==> src/rtl/obuft_gtlp_tx_ctrl.sv <==
// Serial frame transmitter that drives a GTL+ tri-state output buffer (O_I data, O_T high-Z control).
// Optional even-parity bit between data and stop: define OBUFT_GTLP_TX_PARITY_EN.
module obuft_gtlp_tx_ctrl #(
  parameter int WIDTH   = 8,
  parameter int BIT_DIV = 4,
  parameter int TURN    = 2
) (
  input  logic             C,
  input  logic             CLR,
  input  logic [WIDTH-1:0] DIN,
  input  logic             DVALID,
  output logic             DREADY,
  output logic             O_I,
  output logic             O_T,
  output logic             BUSY
);

  localparam int CW   = (BIT_DIV > 1) ? $clog2(BIT_DIV) : 1;
  localparam int BMAX = (WIDTH > TURN) ? WIDTH : TURN;
  localparam int BW   = (BMAX > 1) ? $clog2(BMAX) : 1;
  localparam logic [CW-1:0] CYC_LAST  = CW'(BIT_DIV - 1);
  localparam logic [BW-1:0] DATA_LAST = BW'(WIDTH - 1);
  localparam logic [BW-1:0] TURN_LAST = BW'((TURN > 0) ? TURN - 1 : 0);

  typedef enum logic [2:0] {
    S_IDLE, S_START, S_DATA, S_PARITY, S_STOP, S_TURN
  } state_t;

  state_t           stateQ, stateD;
  logic [WIDTH-1:0] shiftQ, shiftD;
  logic [CW-1:0]    cycQ, cycD;
  logic [BW-1:0]    bitQ, bitD;
  logic             oIQ, oID;
  logic             oTQ, oTD;
  logic             busyQ, busyD;
  logic             bitEnd;
`ifdef OBUFT_GTLP_TX_PARITY_EN
  logic             parQ, parD;
`endif

  assign DREADY = (stateQ == S_IDLE) & ~CLR;
  assign bitEnd = (cycQ == CYC_LAST);
  assign O_I    = oIQ;
  assign O_T    = oTQ;
  assign BUSY   = busyQ;

  always_ff @(posedge C or posedge CLR) begin
    if (CLR) begin
      stateQ <= S_IDLE;
      shiftQ <= '0;
      cycQ   <= '0;
      bitQ   <= '0;
      oIQ    <= 1'b0;
      oTQ    <= 1'b1;
      busyQ  <= 1'b0;
`ifdef OBUFT_GTLP_TX_PARITY_EN
      parQ   <= 1'b0;
`endif
    end else begin
      stateQ <= stateD;
      shiftQ <= shiftD;
      cycQ   <= cycD;
      bitQ   <= bitD;
      oIQ    <= oID;
      oTQ    <= oTD;
      busyQ  <= busyD;
`ifdef OBUFT_GTLP_TX_PARITY_EN
      parQ   <= parD;
`endif
    end
  end

  // Outputs are registered from the next state so the line follows the state with no extra lag.
  always_comb begin
    stateD = stateQ;
    shiftD = shiftQ;
    cycD   = cycQ;
    bitD   = bitQ;
`ifdef OBUFT_GTLP_TX_PARITY_EN
    parD   = parQ;
`endif
    if (stateQ != S_IDLE) begin
      cycD = bitEnd ? '0 : cycQ + CW'(1);
    end
    case (stateQ)
      S_IDLE: begin
        if (DVALID && DREADY) begin
          stateD = S_START;
          shiftD = DIN;
          cycD   = '0;
          bitD   = '0;
`ifdef OBUFT_GTLP_TX_PARITY_EN
          parD   = ^DIN;
`endif
        end
      end
      S_START: begin
        if (bitEnd) stateD = S_DATA;
      end
      S_DATA: begin
        if (bitEnd) begin
          shiftD = shiftQ << 1;
          if (bitQ == DATA_LAST) begin
            bitD = '0;
`ifdef OBUFT_GTLP_TX_PARITY_EN
            stateD = S_PARITY;
`else
            stateD = S_STOP;
`endif
          end else begin
            bitD = bitQ + BW'(1);
          end
        end
      end
`ifdef OBUFT_GTLP_TX_PARITY_EN
      S_PARITY: begin
        if (bitEnd) stateD = S_STOP;
      end
`endif
      S_STOP: begin
        if (bitEnd) begin
          bitD   = '0;
          stateD = (TURN == 0) ? S_IDLE : S_TURN;
        end
      end
      S_TURN: begin
        if (bitEnd) begin
          if (bitQ == TURN_LAST) begin
            bitD   = '0;
            stateD = S_IDLE;
          end else begin
            bitD = bitQ + BW'(1);
          end
        end
      end
      default: stateD = S_IDLE;
    endcase
  end

  always_comb begin
    oTD   = (stateD == S_IDLE) || (stateD == S_TURN);
    busyD = (stateD != S_IDLE);
    oID   = 1'b0;
    case (stateD)
      S_DATA:   oID = shiftD[WIDTH-1];
`ifdef OBUFT_GTLP_TX_PARITY_EN
      S_PARITY: oID = parD;
`endif
      S_STOP:   oID = 1'b1;
      default:  oID = 1'b0;
    endcase
  end

endmodule

==> config.mk <==
export PLATFORM = sky130hd
export DESIGN_NAME = obuft_gtlp_tx_ctrl
export DESIGN_NICKNAME = d
export VERILOG_FILES = /design/src/rtl/obuft_gtlp_tx_ctrl.sv
export SDC_FILE = /design/constraint.sdc
export NUM_CORES = 1
export LEC_CHECK = 0
export ABC_AREA = 1
export ABC_CLOCK_PERIOD_IN_PS = 1900
export CAP_MARGIN = 20
export CORE_UTILIZATION = 40
export CTS_CLUSTER_SIZE = 40
export DETAILED_ROUTE_END_ITERATION = 12
export GPL_ROUTABILITY_DRIVEN = 0
export SLEW_MARGIN = 20
export SYNTH_ARGS = -nofsm -noshare
export SYNTH_HDL_FRONTEND = slang
export SYNTH_SLANG_ARGS = --single-unit
export TNS_END_PERCENT = 30
==> constraint.sdc <==
create_clock -name C -period 1.9 [get_ports C]
set_clock_uncertainty 0.1 [all_clocks]
set_input_delay 0.38 -clock C [delete_from_list [all_inputs] [get_ports C]]
set_output_delay 0.38 -clock C [all_outputs]
set_load 0.1 [all_outputs]
==> results.toml <==
[die]
rows = 18
core_sq_um = 2450
die-area_sq_um = 2780
die_w_microns = 52.7
start_util_pct = 41.9
io_pins = 15
die_h_microns = 52.7

[worst_setup_path]
cp.required_ns = 1.42
crit_chain = "nor2_4, nand3_2, clkinvlp_4, buf_12"
setup.worst_path.start = "stateQ[0]"
startpoint_type = "flop"
reg2regPathDepth = 8
crit_slowest_cell = "dfrtp_1"
r2r-start = "bitQ[0]"
cpPeakStageDelay_ns = 0.49
critPathCapture = "DREADY"
reg2reg_to = "O_I"
crit_type = "reg2out"
worst-path-buf-inv = 2
crit_fanout = 7
crit_path_end_kind = "output port"
cpLargestDelayFamily = "flip-flops"
cp.arrival_ns = 1.31
rrSetupSlack_ns = 0.34
cp.depth = 4

[drt]
drtPass1Iterations = 6
vias_per_cell = 4.92
ant_nets = 0
vias = 896
wl_per_cell_microns = 10.6
drc = 0
drt_iter0_drc = 18
finalWirelength_microns = 1930

[logic_synthesis]
synthArstFlopShare_pct = 100
synth_ff_type = "dfrtp_1"
yosysTopAreaCell = "dfrtp_1"
syn_avg_cell_area_sq_um = 7.86
syn_inst = 131
yosysMostFrequentCell = "nand2_1"
synth_top_area_share_pct = 43.7
yosysSeqAreaShare_pct = 46.3
ys.warnings.count = 0
yosys-top-cells-area = "dfrtp_1 (44%), nand2_1 (15%), nand3_1 (6.8%)"
synth_edf_count = 0
synth_area_sq_um = 1030
synth_common_cells = "nand2_1 (42), dfrtp_1 (18), inv_1 (14), nand3_1 (14), nor2_1 (10)"
syn_nets = 146
synth_cell_types = 22
ys_ff_latch = 19

[sta]
setup-violations-final = 0
timing.fmax_mhz = 558
relSlewSlack_pct = 77.2
final_max_slew_viol_count = 0
tightest_slew_ns = 0.342
timing.final.crit_share_pct = 94.4
finalHoldViolCount = 0
rsz0062_at_grt = "false"
layout_min_cycle_time_ns = 1.79
setup_tns_ns = 0

[clock_tree]
clk_latency_ns = 0.29
cts_max_level = 1
cts_made_buffers = 3
cts_hold_buf = 0
cts_root_buf = "clkbuf_4"
clock_sinks = 19
cts_tree = "done"
cts.clk_slew.worst_paths_ns = 0.11
clock_path_buffers = 2

[pwr]
vdd_drop_max_v = 0.00113
leakage_uw = 0.000647
powerDensity_nw_per_um2 = 1470
totalPowerFinal_uw = 1940

[placed_design]
portBuffers = 14
dpl.hpwl_microns = 1520
dpl_cell_area_sq_um = 1270

[final_layout]
antenna_cells = 0
fin_area_sq_um = 1320
drive_above_1_share_pct = 19.1
area_growth_pct = 28.1
nNetsFinal = 168
post-route-util_pct = 53.7
fillers = 236

[outcome]
status = "complete, no violations"

[global_route]
grt_pass1_vias = 777
grt_max_degree = 15
grt_overflow = 0
grt_usage_pct = 17.2
antenna_found_initial = 0
grt_pass1_wl_microns = 3440

[min_path]
hold_path_class = "in2async"

[run]
drv_cap = 0
report_power, final:
group | internal, uW | switching, uW
logic | 376 | 639
registers | 580 | 140
clock network | 78.3 | 128
cell type report:
cell class / count / area (sq um) / area share (%)
flip-flops and latches: 19 / 478 / 36.2
multi-input cells: 92 / 475 / 36.1
repair buffers: 19 / 220 / 16.7
inverters: 18 / 80.1 / 6.07
well taps: 30 / 37.5 / 2.85
clock buffers: 3 / 22.5 / 1.71
clock inverters: 1 / 5.00 / 0.380
state kept, by name, indices dropped and copies added (netlist names):
register,count
BUSY,1
stateQ,3
O_T,1
shiftQ,8
O_I,1
bitQ,3
cycQ,2
worst reg2reg max path, stage by stage, from the launching register on:
cell	delay, ns
dfrtp_1	0.44
ha_1	0.22
ha_1	0.22
nand2_1	0.08
nand3_1	0.07
nand2_1	0.12
inv_1	0.07
nand4_1	0.08
nand2_1	0.06
cells in the final DEF (no fill, tap or decap):
cell,count
clkbuf_4,3
nand3_1,13
dlymetal6s2s_1,1
ha_1,4
nor2_4,1
dfrtp_1,17
dfstp_2,1
nand2_1,42
o22ai_1,1
nand3_2,3
o21ai_1,3
clkinv_2,1
nand4_1,4
nand2_2,1
dfrtp_2,1
clkinvlp_4,2
nor2_1,10
inv_1,12
clkinv_4,1
a21boi_1,1
inv_2,3
buf_4,5
buf_12,4
o21ai_0,1
a21oi_1,1
clkdlybuf4s50_1,9
nor3_1,4
nor2_2,2
nand4_4,1
worst min path at each step:
stage	startpoint	end	slack, ns	cells past startpoint
detailed placement	shiftQ[5]	shiftQ[5]	0.37	2
CTS	CLR	bitQ[2]	0.35	3
finish	CLR	bitQ[2]	0.11	4
floorplan	CLR	BUSY	0.15	1
global route	CLR	cycQ[0]	0.12	4
global placement	shiftQ[0]	shiftQ[0]	0.36	2
stage by stage:
| step | worst slack, ns | hold slack [ns] | std cells |
|---|---|---|---|
| global route | 0.0310 | 0.119 | 182 |
| global placement | -0.0190 | 0.359 | 177 |
| CTS | 0.00830 | 0.350 | 181 |
| detailed placement | -0.0179 | 0.370 | 177 |
| finish | 0.107 | 0.115 | 182 |
| floorplan | 0.0413 | 0.146 | 131 |
logic make-up (layout without fill, tap and decap cells):
kind of cell	Yosys count	in the layout	synth area share, %
AO/OA/AOI/OAI	7	7	3.77
adder cells (fa/ha/maj)	4	4	4.86
buffers and inverters	20	41	8.02
flip-flops	19	19	46.3
AND/OR/NAND/NOR	81	81	37.1
metal layers:
metal,share of wire [%],wire length (microns),global-route usage (%)
met4,0.62,12,7.89
met2,44,856,25.3
met1,52,996,24.4
met5,0,0,0
met3,3.2,61,2.61
timing repair:
item | CTS | global route
endpoints found under the setup margin | 1 | 1
gates cloned | 0 | 0
buffers inserted | 0 | 1
gates resized for setup | 1 | 2
Power figures use the tool's default switching activity.
